===== src/rtl/hart_issue_sched_if.sv =====
// Scheduler-side bundle: hart state masks, ID/cache event strobes in, issue selection out.
// master = pipeline/hart-table side, slave = hart_issue_sched.
interface hart_issue_sched_if #(
  parameter int NUM_HARTS = 4,
  parameter int HID_W     = 2
);
  logic [NUM_HARTS-1:0] prim_hstate;
  logic [NUM_HARTS-1:0] acti_hstate;
  logic [HID_W-1:0]     id_hid;
  logic                 is_load;
  logic                 is_branch;
  logic                 id_hkill;
  logic [HID_W-1:0]     id_set_hid;
  logic                 ic_miss;
  logic [HID_W-1:0]     ic_miss_hid;
  logic                 ic_fin;
  logic                 dc_miss;
  logic [HID_W-1:0]     dc_miss_hid;
  logic                 dc_fin;
  logic [NUM_HARTS-1:0] issue_hstate;
  logic [HID_W-1:0]     issue_hid;
  logic                 issue_valid;
  logic [NUM_HARTS-1:0] blk_hstate;
  logic                 hart_stall;
  logic                 hart_flush;

  modport master (
    output prim_hstate, acti_hstate, id_hid, is_load, is_branch, id_hkill, id_set_hid,
    output ic_miss, ic_miss_hid, ic_fin, dc_miss, dc_miss_hid, dc_fin,
    input  issue_hstate, issue_hid, issue_valid, blk_hstate, hart_stall, hart_flush
  );

  modport slave (
    input  prim_hstate, acti_hstate, id_hid, is_load, is_branch, id_hkill, id_set_hid,
    input  ic_miss, ic_miss_hid, ic_fin, dc_miss, dc_miss_hid, dc_fin,
    output issue_hstate, issue_hid, issue_valid, blk_hstate, hart_stall, hart_flush
  );
endinterface


===== src/rtl/hart_issue_sched.sv =====
// Per-cycle IF hart selection: miss blocking, primary-yield minor bursts, round-robin when all active.
// Optional: define HART_SCHED_BRANCH_YIELD_EN to make primary-hart conditional branches yield too.
module hart_issue_sched #(
  parameter int NUM_HARTS   = 4,
  parameter int HID_W       = 2,
  parameter int MINOR_BURST = 2
) (
  input logic               clk,
  input logic               rst,
  hart_issue_sched_if.slave bus
);
  localparam int BW = 4;

  typedef logic [NUM_HARTS-1:0] hmask_t;
  typedef logic [HID_W-1:0]     hid_t;
  typedef logic [HID_W:0]       hsum_t;
  typedef logic [BW-1:0]        burst_t;

  localparam hmask_t ONE        = hmask_t'(1);
  localparam hid_t   LAST_RST   = hid_t'(NUM_HARTS - 1);
  localparam burst_t BURST_LOAD = burst_t'(MINOR_BURST);

  function automatic hmask_t onehot(input hid_t h);
    return ONE << h;
  endfunction

  function automatic hid_t enc(input hmask_t oh);
    hid_t r;
    r = '0;
    for (int j = 0; j < NUM_HARTS; j++)
      if (((oh >> j) & ONE) != '0) r = r | hid_t'(j);
    return r;
  endfunction

  // {found, hid}: first set bit of mask strictly after 'last', wrapping cyclically.
  function automatic hsum_t next_after(input hmask_t mask, input hid_t last);
    hmask_t rot;
    hmask_t low;
    hsum_t  sum;
    rot = hmask_t'({mask, mask} >> (hsum_t'(last) + hsum_t'(1)));
    low = rot & (~rot + ONE);
    sum = hsum_t'(enc(low)) + hsum_t'(last) + hsum_t'(1);
    if (sum >= hsum_t'(NUM_HARTS)) sum = sum - hsum_t'(NUM_HARTS);
    return {|mask, sum[HID_W-1:0]};
  endfunction

  logic   ic_busy_q, ic_busy_d;
  logic   dc_busy_q, dc_busy_d;
  hid_t   ic_hid_q, ic_hid_d;
  hid_t   dc_hid_q, dc_hid_d;
  hid_t   last_hid_q, last_hid_d;
  burst_t burst_cnt_q, burst_cnt_d;
  hmask_t blk_q, blk_d;

  hmask_t eligible;
  hmask_t minor;
  hmask_t prim_live;
  hmask_t miss_mask;
  hmask_t other;
  logic   rr_mode;
  logic   any_miss;
  logic   ld_br;
  logic   prim_is_id;
  logic   prim_is_kill;
  logic   kill_trig;
  logic   yield_trig;
  hsum_t  rr_pick;
  hsum_t  minor_pick;
  logic   issue_v;
  hid_t   issue_id;
  hmask_t issue_oh;

  // One outstanding miss per cache; a miss in the same cycle as a fin re-arms tracking.
  always_comb begin
    ic_busy_d = ic_busy_q;
    ic_hid_d  = ic_hid_q;
    dc_busy_d = dc_busy_q;
    dc_hid_d  = dc_hid_q;
    if (bus.ic_miss) begin
      ic_busy_d = 1'b1;
      ic_hid_d  = bus.ic_miss_hid;
    end else if (bus.ic_fin) begin
      ic_busy_d = 1'b0;
    end
    if (bus.dc_miss) begin
      dc_busy_d = 1'b1;
      dc_hid_d  = bus.dc_miss_hid;
    end else if (bus.dc_fin) begin
      dc_busy_d = 1'b0;
    end
    blk_d = (ic_busy_d ? onehot(ic_hid_d) : '0) | (dc_busy_d ? onehot(dc_hid_d) : '0);
  end

  assign eligible  = bus.acti_hstate & ~blk_q;
  assign minor     = eligible & ~bus.prim_hstate;
  assign prim_live = eligible & bus.prim_hstate;
  assign rr_mode   = &bus.acti_hstate;

  // Stall vs flush depends on whether anyone other than the missing hart(s) can still run.
  assign any_miss  = bus.ic_miss | bus.dc_miss;
  assign miss_mask = (bus.ic_miss ? onehot(bus.ic_miss_hid) : '0)
                   | (bus.dc_miss ? onehot(bus.dc_miss_hid) : '0);
  assign other     = eligible & ~miss_mask;

`ifdef HART_SCHED_BRANCH_YIELD_EN
  assign ld_br = bus.is_load | bus.is_branch;
`else
  logic unused_is_branch;
  assign ld_br            = bus.is_load;
  assign unused_is_branch = bus.is_branch;
`endif

  assign prim_is_id   = |(bus.prim_hstate & onehot(bus.id_hid));
  assign prim_is_kill = |(bus.prim_hstate & onehot(bus.id_set_hid));
  assign kill_trig    = ~rr_mode & (|minor) & bus.id_hkill & prim_is_kill;
  assign yield_trig   = kill_trig | (~rr_mode & (|minor) & ld_br & prim_is_id);

  assign rr_pick    = next_after(eligible, last_hid_q);
  assign minor_pick = next_after(minor, last_hid_q);

  always_comb begin
    issue_v  = 1'b0;
    issue_id = '0;
    if (|eligible) begin
      if (rr_mode) begin
        {issue_v, issue_id} = rr_pick;
      end else if (kill_trig || (burst_cnt_q != '0 && |minor)) begin
        {issue_v, issue_id} = minor_pick;
      end else if (|prim_live) begin
        issue_v  = 1'b1;
        issue_id = enc(prim_live);
      end else begin
        {issue_v, issue_id} = minor_pick;
      end
    end
    issue_oh = issue_v ? onehot(issue_id) : '0;
  end

  // A fresh trigger always reloads the burst, even while one is running.
  always_comb begin
    burst_cnt_d = burst_cnt_q;
    if (yield_trig) begin
      burst_cnt_d = BURST_LOAD;
    end else if (minor == '0) begin
      burst_cnt_d = '0;
    end else if (burst_cnt_q != '0 && |(issue_oh & minor)) begin
      burst_cnt_d = burst_cnt_q - burst_t'(1);
    end
    last_hid_d = issue_v ? issue_id : last_hid_q;
  end

  always_ff @(posedge clk) begin
    if (rst) begin
      ic_busy_q   <= 1'b0;
      ic_hid_q    <= '0;
      dc_busy_q   <= 1'b0;
      dc_hid_q    <= '0;
      blk_q       <= '0;
      burst_cnt_q <= '0;
      last_hid_q  <= LAST_RST;
    end else begin
      ic_busy_q   <= ic_busy_d;
      ic_hid_q    <= ic_hid_d;
      dc_busy_q   <= dc_busy_d;
      dc_hid_q    <= dc_hid_d;
      blk_q       <= blk_d;
      burst_cnt_q <= burst_cnt_d;
      last_hid_q  <= last_hid_d;
    end
  end

  assign bus.issue_hstate = issue_oh;
  assign bus.issue_hid    = issue_id;
  assign bus.issue_valid  = issue_v;
  assign bus.blk_hstate   = blk_q;
  assign bus.hart_flush   = any_miss & (|other);
  assign bus.hart_stall   = any_miss & ~(|other);
endmodule


===== src/flat_wrapper.sv =====
// flat-port wrapper written by rule: the top's interface ports become plain ports
module hart_issue_sched_flat 
#(
  parameter int NUM_HARTS   = 4,
  parameter int HID_W       = 2,
  parameter int MINOR_BURST = 2
)
  (clk, rst, bus_prim_hstate, bus_acti_hstate, bus_id_hid, bus_is_load, bus_is_branch, bus_id_hkill, bus_id_set_hid, bus_ic_miss, bus_ic_miss_hid, bus_ic_fin, bus_dc_miss, bus_dc_miss_hid, bus_dc_fin, bus_issue_hstate, bus_issue_hid, bus_issue_valid, bus_blk_hstate, bus_hart_stall, bus_hart_flush);
  hart_issue_sched_if #(.NUM_HARTS(NUM_HARTS), .HID_W(HID_W)) bus_i ();
  input logic clk;
  input logic rst;
  input wire logic [$bits(bus_i.prim_hstate)-1:0] bus_prim_hstate;
  input wire logic [$bits(bus_i.acti_hstate)-1:0] bus_acti_hstate;
  input wire logic [$bits(bus_i.id_hid)-1:0] bus_id_hid;
  input wire logic [$bits(bus_i.is_load)-1:0] bus_is_load;
  input wire logic [$bits(bus_i.is_branch)-1:0] bus_is_branch;
  input wire logic [$bits(bus_i.id_hkill)-1:0] bus_id_hkill;
  input wire logic [$bits(bus_i.id_set_hid)-1:0] bus_id_set_hid;
  input wire logic [$bits(bus_i.ic_miss)-1:0] bus_ic_miss;
  input wire logic [$bits(bus_i.ic_miss_hid)-1:0] bus_ic_miss_hid;
  input wire logic [$bits(bus_i.ic_fin)-1:0] bus_ic_fin;
  input wire logic [$bits(bus_i.dc_miss)-1:0] bus_dc_miss;
  input wire logic [$bits(bus_i.dc_miss_hid)-1:0] bus_dc_miss_hid;
  input wire logic [$bits(bus_i.dc_fin)-1:0] bus_dc_fin;
  output wire logic [$bits(bus_i.issue_hstate)-1:0] bus_issue_hstate;
  output wire logic [$bits(bus_i.issue_hid)-1:0] bus_issue_hid;
  output wire logic [$bits(bus_i.issue_valid)-1:0] bus_issue_valid;
  output wire logic [$bits(bus_i.blk_hstate)-1:0] bus_blk_hstate;
  output wire logic [$bits(bus_i.hart_stall)-1:0] bus_hart_stall;
  output wire logic [$bits(bus_i.hart_flush)-1:0] bus_hart_flush;
  assign bus_i.prim_hstate = bus_prim_hstate;
  assign bus_i.acti_hstate = bus_acti_hstate;
  assign bus_i.id_hid = bus_id_hid;
  assign bus_i.is_load = bus_is_load;
  assign bus_i.is_branch = bus_is_branch;
  assign bus_i.id_hkill = bus_id_hkill;
  assign bus_i.id_set_hid = bus_id_set_hid;
  assign bus_i.ic_miss = bus_ic_miss;
  assign bus_i.ic_miss_hid = bus_ic_miss_hid;
  assign bus_i.ic_fin = bus_ic_fin;
  assign bus_i.dc_miss = bus_dc_miss;
  assign bus_i.dc_miss_hid = bus_dc_miss_hid;
  assign bus_i.dc_fin = bus_dc_fin;
  assign bus_issue_hstate = bus_i.issue_hstate;
  assign bus_issue_hid = bus_i.issue_hid;
  assign bus_issue_valid = bus_i.issue_valid;
  assign bus_blk_hstate = bus_i.blk_hstate;
  assign bus_hart_stall = bus_i.hart_stall;
  assign bus_hart_flush = bus_i.hart_flush;
  hart_issue_sched #(.NUM_HARTS(NUM_HARTS), .HID_W(HID_W), .MINOR_BURST(MINOR_BURST)) u_core (.clk(clk), .rst(rst), .bus(bus_i));
endmodule

===== config.mk =====
export PLATFORM = sky130hd
export DESIGN_NAME = hart_issue_sched_flat
export DESIGN_NICKNAME = d
export VERILOG_FILES = /design/src/rtl/hart_issue_sched_if.sv /design/src/rtl/hart_issue_sched.sv /design/src/flat_wrapper.sv
export SDC_FILE = /design/constraint.sdc
export NUM_CORES = 1
export LEC_CHECK = 0
export BUFFER_PORTS_ARGS = -buffer_cell sky130_fd_sc_hd__buf_2
export CORE_MARGIN = 2
export CORE_UTILIZATION = 49
export DETAILED_ROUTE_END_ITERATION = 6
export GPL_TIMING_DRIVEN = 1
export PLACE_DENSITY = 0.74
export RECOVER_POWER = 25
export SETUP_SLACK_MARGIN = 0.5
export SLEW_MARGIN = 10
export SYNTH_ARGS = -nofsm -noshare
export SYNTH_HDL_FRONTEND = slang
export SYNTH_SLANG_ARGS = --single-unit

===== constraint.sdc =====
create_clock -name clk -period 4.2 [get_ports clk]
set_clock_uncertainty 0.1 [all_clocks]
set_input_delay 0.21 -clock clk [delete_from_list [all_inputs] [get_ports clk]]
set_output_delay 0.21 -clock clk [all_outputs]
set_load 0.01 [all_outputs]

==> After elaboration in Yosys (flattened, before gate mapping) <==
Index checks and enable logic that the tools add are counted.
{ "totals": {"in_bits": 25, "out_inout_bits": 13, "rom_bits": 0, "reg_bits": 16, "latchBits": 0, "word_cells": 104, "ramBits": 0, "memories": 0} }
{ "op_classes": {"n_addsub": 10, "mux": 33, "n_lt_le_gt_ge": 2, "div": 0, "multipliers": 0, "n_reduce_logical": 15, "eq_ne": 0, "n_bitwise": 27, "shifts": 9} }
{ "op_table": {"columns": ["cell", "n"], "rows": [
  ["bitwise AND 4 bit", 9],
  ["2-to-1 mux 2 bit", 17],
  ["OR reduction 4 bit", 7],
  ["left shift 1 x 2 -> 4 bit, first input constant", 7],
  ["2-to-1 mux 4 bit", 5],
  ["NOT 4 bit", 5],
  [">> shifter 8 x 3 -> 4 bit", 2],
  ["2-to-1 mux 1 bit", 11],
  ["adder 4 x 1 -> 4 bit, second input constant", 2],
  ["bitwise OR 4 bit", 2],
  ["bitwise AND 1 bit", 7],
  ["adder 2 x 2 -> 3 bit", 2],
  ["adder 3 x 1 -> 3 bit, second input constant", 2],
  ["greater-or-equal comparator 3 bit, second input constant", 2],
  ["logical NOT 4 bit", 1],
  ["AND reduction 4 bit", 1],
  ["nonzero test 4 bit", 1],
  ["subtractor 2 x 1 -> 2 bit, second input constant", 2],
  ["subtractor 4 x 1 -> 4 bit, second input constant", 1],
  ["adder 2 x 1 -> 3 bit, second input constant", 1],
  ["nonzero test 3 bit", 1],
  ["OR reduction 3 bit", 1],
  ["logical AND 1 bit", 2],
  ["NOT 1 bit", 2],
  ["other kinds (2)", 3]
]} }

==> Longest topological paths before layout <==
{ "depth": {"word_depth": 26, "mapped_depth": 14, "depth_no_buf": 13} }

==> Worst setup path before layout <==
OpenSTA, ideal clock, no wires.
{ "synth_path": {"path_type": "reg2reg", "from": "reg u_core.blk_q[1] (netlist: u_core.bus.blk_hstate[1])", "to": "reg u_core.burst_cnt_q[3]", "path_stages_with_launch": 14, "t_arrival_ns": 3.020, "period_less_slack_ns": 3.190, "setup_slack_ns": 1.010, "setup_ns": 0.070, "n_path_buf": 1, "t_required_ns": 4.030, "path_cell_list": "dfxtp_1 > nor3b_4 > nor2_1 > or4_2 > o221ai_1 > a21oi_1 > ha_1 > o221ai_1 > and3_1 > buf_6 > mux2i_1 > mux2i_2 > or4_1 > a21oi_1"} }
{ "synth_between": {"elab_chain_len": 23, "elab_cells_between_ends": 57, "classes_between": "add/sub: 8; order compare: 2; shift: 3; mux: 20; bitwise: 15; reduce/logical: 9"} }
{ "synth_rtl": {"columns": ["element", "line", "text"], "rows": [
  ["start, declared", "hart_issue_sched.sv:53", "hmask_t blk_q, blk_d;"],
  ["start signal, assigned", "hart_issue_sched.sv:166", "blk_q <= blk_d;"],
  ["NOT 4 bit (*)", "hart_issue_sched.sv:94", "assign eligible = bus.acti_hstate & ~blk_q;"],
  ["bitwise AND 4 bit (*)", "hart_issue_sched.sv:94", null],
  ["bitwise AND 4 bit", "hart_issue_sched.sv:95", "assign minor = eligible & ~bus.prim_hstate;"],
  [">> shifter 8 x 3 -> 4 bit", "hart_issue_sched.sv:40", "rot = hmask_t'({mask, mask} >> (hsum_t'(last) + hsum_t'(1)));"],
  ["NOT 4 bit", "hart_issue_sched.sv:41", "low = rot & (~rot + ONE);"],
  ["adder 4 x 1 -> 4 bit", "hart_issue_sched.sv:41", null],
  ["bitwise AND 4 bit", "hart_issue_sched.sv:41", null],
  ["2-to-1 mux 1 bit", "hart_issue_sched.sv:31", "if (((oh >> j) & ONE) != '0) r = r | hid_t'(j);"],
  ["[... 8 more ...]", null, null],
  ["2-to-1 mux 2 bit", "hart_issue_sched.sv:125", "if (rr_mode) begin"],
  ["2-to-1 mux 2 bit (*)", "hart_issue_sched.sv:124", "if (|eligible) begin"],
  ["net bus_issue_hid[0]", "flat_wrapper.sv:26", "output wire logic [$bits(bus_i.issue_hid)-1:0] bus_issue_hid;"],
  ["left shift 1 x 2 -> 4 bit (*)", "hart_issue_sched.sv:24", "return ONE << h;"],
  ["2-to-1 mux 4 bit (*)", "hart_issue_sched.sv:136", "issue_oh = issue_v ? onehot(issue_id) : '0;"],
  ["bitwise AND 4 bit (*)", "hart_issue_sched.sv:146", "end else if (burst_cnt_q != '0 && |(issue_oh & minor)) begin"],
  ["OR reduction 4 bit (*)", "hart_issue_sched.sv:146", null],
  ["logical AND 1 bit (*)", "hart_issue_sched.sv:146", null],
  ["end signal, assigned", "hart_issue_sched.sv:167", "burst_cnt_q <= burst_cnt_d;"],
  ["end, declared", "hart_issue_sched.sv:52", "burst_t burst_cnt_q, burst_cnt_d;"]
]} }
The timed path passes the listed nets; every way through them passes the cells marked *.
A chain may end at the register's enable or synchronous reset.

==> Final worst setup path <==
{ "layout_path": {"from": "reg u_core.blk_q[3] (netlist: u_core.bus.blk_hstate[3])", "to": "reg u_core.burst_cnt_q[3]"} }
{ "layout_between": {"elab_chain_len": 23, "elab_cells_between_ends": 55, "classes_between": "add/sub: 8; order compare: 2; shift: 3; mux: 18; bitwise: 15; reduce/logical: 9"} }
{ "layout_rtl": {"columns": ["element", "line", "text"], "rows": [
  ["NOT 4 bit (*)", "hart_issue_sched.sv:94", null],
  ["bitwise AND 4 bit (*)", "hart_issue_sched.sv:94", null],
  ["bitwise AND 4 bit", "hart_issue_sched.sv:95", null],
  [">> shifter 8 x 3 -> 4 bit", "hart_issue_sched.sv:40", null],
  ["NOT 4 bit", "hart_issue_sched.sv:41", null],
  ["adder 4 x 1 -> 4 bit", "hart_issue_sched.sv:41", null],
  ["bitwise AND 4 bit", "hart_issue_sched.sv:41", null],
  ["2-to-1 mux 1 bit", "hart_issue_sched.sv:31", null],
  ["[... 7 more ...]", null, null],
  ["2-to-1 mux 2 bit", "hart_issue_sched.sv:127", "end else if (kill_trig || (burst_cnt_q != '0 && |minor)) begin"],
  ["2-to-1 mux 2 bit", "hart_issue_sched.sv:125", null],
  ["2-to-1 mux 2 bit", "hart_issue_sched.sv:124", null],
  ["left shift 1 x 2 -> 4 bit", "hart_issue_sched.sv:24", null],
  ["2-to-1 mux 4 bit", "hart_issue_sched.sv:136", null],
  ["bitwise AND 4 bit", "hart_issue_sched.sv:146", null],
  ["OR reduction 4 bit", "hart_issue_sched.sv:146", null],
  ["logical AND 1 bit", "hart_issue_sched.sv:146", null]
]} }
Every way passes the cells marked *; elsewhere a longest branch is shown, timed or not.

==> impl_metrics.csv <==
group,metric,value,unit
synthesis,syn_inst,196,
setup_path,rr_startpoint,"u_core.bus.blk_hstate[3]",
global_route,first_global_vias,1307,
cells_and_area,finish.instance_area,0.00171,mm²
cells_and_area,layoutNonFillerInstCount,259,
sta,fin_crit,3.46,ns
cells_and_area,drive_gt1_share,27.9,%
sta,rsz0062_at_grt,"false",
sta,fin_setup_tns,0,ns
sta,tightest_slew,0.663,ns
floorplanning,initial_core_util,50.3,%
floorplanning,dieHeight,59.5,µm
floorplanning,core_area,0.00300,mm²
detailed_routing,drc,0,
global_route,grt.total_usage,21.9,%
floorplanning,fp.dieArea,0.00354,mm²
placed_design,place_area,0.00167,mm²
detailed_routing,vias,1565,
global_route,overflow,0,
min_path,hold_start,"bus_ic_fin",
floorplanning,rows,20,
synthesis,synth_area_leader_cell,"dfxtp_1",
floorplanning,die_x,59.5,µm
clocking,holdBufCountCts,0,
power_and_ir_drop,p_total,546,µW
placed_design,placed_cells,255,
floorplanning,ioPinCount,38,
synthesis,yosysMostFrequentCell,"nor2_1",
detailed_routing,drt_iter0_markers,62,
status,outcome,"finished clean",
synthesis,synth_edf_count,0,
placed_design,place.gp.congestion,0.819,
setup_path,crit_arrival,3.59,ns
setup_path,crit_path_end_kind,"register",
setup_path,reg2reg_depth,12,
clocking,clkTransAtPathRegs,0.11,ns
sta,period_share,82.3,%
min_path,min_path_type,"in2reg",
clocking,clk_path_buf_depth,2,
cells_and_area,fin_nets,255,
sta,finalHoldViolCount,0,
setup_path,worstPathRequired,4.33,ns
detailed_routing,routedWlPerCell,14.4,µm
setup_path,worstPathMaxFanout,8,
setup_path,crit_type,"reg2reg",
synthesis,synthArstFlopShare,0,%
synthesis,syn_area_per_cell,7.71,µm²
synthesis,syn_area,0.00151,mm²
clocking,cts.root.buffer_cell,"clkbuf_4",
sta,slew_headroom,55.4,%
clocking,cts.sinks,16,
cells_and_area,diodes,0,
setup_path,r2r_slack,0.74,ns
synthesis,synth_warnings,0,
power_and_ir_drop,power_leakage,0.000735,µW
synthesis,ys_seq_elements,16,
cells_and_area,area_delta_synth_final,13.4,%
power_and_ir_drop,power_density,319,mW/mm²
detailed_routing,avgViaCountPerCell,6.04,
placed_design,hpwlAfterDp,2900,µm
min_path,holdPathStages,4,
placed_design,place.port_buffers,36,
synthesis,ys_top_cells_by_area,"dfxtp_1 (21%), nor2_1 (4.7%), a21oi_1 (4.6%)",
global_route,grt_pass1_wl,5990,µm
sta,fmax,289,MHz
clocking,htree_levels,1,
job,maxCapViolations,0,
global_route,grt_antenna_before_repair,0,
global_route,grt_max_degree,18,
setup_path,rr_endpoint,"u_core.burst_cnt_q[3]",
sta,finalSetupViolCount,0,
min_path,whs_endpoint,"u_core.ic_busy_q",
synthesis,synth_ff_type,"dfxtp_1",
synthesis,ys_seq_area_share,21.2,%
sta,maxSlewViolCount,0,
detailed_routing,detail-route-antenna-nets,0,
setup_path,worstSetupStartpointType,"register",
clocking,clk_latency,0.29,ns
detailed_routing,wl,3720,µm
synthesis,syn_nets,224,
power_and_ir_drop,ir_worst_vdd,0.168,mV
synthesis,synthDistinctLibCells,54,
clocking,cts-buffers-inserted,3,
synthesis,yosysTopAreaCellShare,21.2,%
clocking,postCtsSetupRepairBufs,0,
cells_and_area,fillers,307,
cells_and_area,final_util,57.0,%
synthesis,synth_top_cells_by_count,"nor2_1 (19), dfxtp_1 (16), a21oi_1 (14)",
clocking,cts_tree,"built",
detailed_routing,dr.pass1.iters,4,
[area by class of cell]
class | instances | area (µm²) | share of cell area [%]
Multi-Input combinational cell | 159 | 1090 | 63.8
Sequential cell | 16 | 322 | 18.8
Timing Repair Buffer | 36 | 180 | 10.5
Inverter | 11 | 41.3 | 2.41
Tap cell | 33 | 41.3 | 2.41
Clock buffer | 4 | 36.3 | 2.12
[layer usage]
layer,wire length (µm),global-route usage [%],vias up,share of wire (%)
li1,-,-,803,-
met1,1720,28.5,719,46
met2,1830,38.3,39,49
met3,135,2.62,4,3.6
met4,33,5.40,0,0.89
met5,0,0,-,0
[critical path: stages, from the launching register on]
cell,delay (ns)
dfxtp_1,0.39
nor3b_4,0.33
nor2_1,0.08
or4_2,0.54
o221ai_1,0.09
a21oi_1,0.07
ha_1,0.29
o221ai_1,0.16
and3_2,0.31
mux2i_1,0.24
mux2i_2,0.16
or4_1,0.49
a21oi_1,0.15
[timing repair]
action / in CTS / in global routing
gates resized for setup: 0 / 2
endpoints found under the hold margin: 0 / 0
endpoints found under the setup margin: 0 / 4
[state kept, by name, summed over array words and instances, names as in the netlist]
name	flops
u_core.burst_cnt_q	4
u_core.bus.blk_hstate	4
u_core.dc_busy_q	1
u_core.dc_hid_q	2
u_core.ic_busy_q	1
u_core.ic_hid_q	2
u_core.last_hid_q	2
[cells by family after synthesis]
kind of cell	count (synthesis)	synth area share [%]
DFF	16	21.2
xor gates and xnor gates	1	0.580
AOI/OAI and AO/OA	60	26.5
and+or+nand+nor	85	34.8
muxes	10	7.87
adders and majority gates	3	2.49
buffers and inverters	21	6.54
[cells in the final DEF, fill, tap and decap left out, types with 3 or more instances in the layout]
master,synthesis,final
nor2b_1,4,4
o211ai_1,7,7
dfxtp_1,16,15
or3_1,3,3
inv_1,11,11
or3b_1,3,3
nor3b_4,3,3
buf_2,1,36
o21ai_0,11,11
nand3_1,7,7
nor2_1,19,19
ha_1,3,3
o22ai_1,4,4
nand2_1,13,13
clkbuf_4,0,3
a21oi_1,14,14
o221ai_1,3,3
or4_1,3,3
nor3_1,5,5
mux2i_1,6,6
o31ai_1,3,3
a22oi_1,5,5
nand2b_1,5,5
and2b_2,4,4
[worst max-delay path by stage]
stage / slack, ns / end / start / cells after the start
after floorplan: 1.01 / u_core.burst_cnt_q[3] / u_core.bus.blk_hstate[1] / 13
after global placement: 0.60 / u_core.burst_cnt_q[3] / u_core.last_hid_q[0] / 11
after detailed placement: 0.54 / u_core.burst_cnt_q[3] / u_core.last_hid_q[0] / 11
after CTS: 0.52 / u_core.burst_cnt_q[3] / u_core.last_hid_q[0] / 11
after global routing: 0.58 / u_core.burst_cnt_q[3] / u_core.bus.blk_hstate[1] / 12
final: 0.74 / u_core.burst_cnt_q[3] / u_core.bus.blk_hstate[3] / 12
[through the flow]
step	hold WS [ns]	worst slack (ns)
6_report	0.112	0.741
5_1_grt	0.110	0.576
4_1_cts	0.105	0.522
3_5_place_dp	0.384	0.540
3_3_place_gp	0.380	0.596
2_1_floorplan	0.295	1.01
[where the power goes]
group / internal (µW) / leakage, µW / switching, µW / total [µW]
logic: 114 / 0.000583 / 141 / 255
clock network: 52.8 / 0.0000210 / 52.2 / 105
registers: 164 / 0.000131 / 21.8 / 186
total: 331 / 0.000735 / 215 / 546
Power figures use the tool's default switching activity.
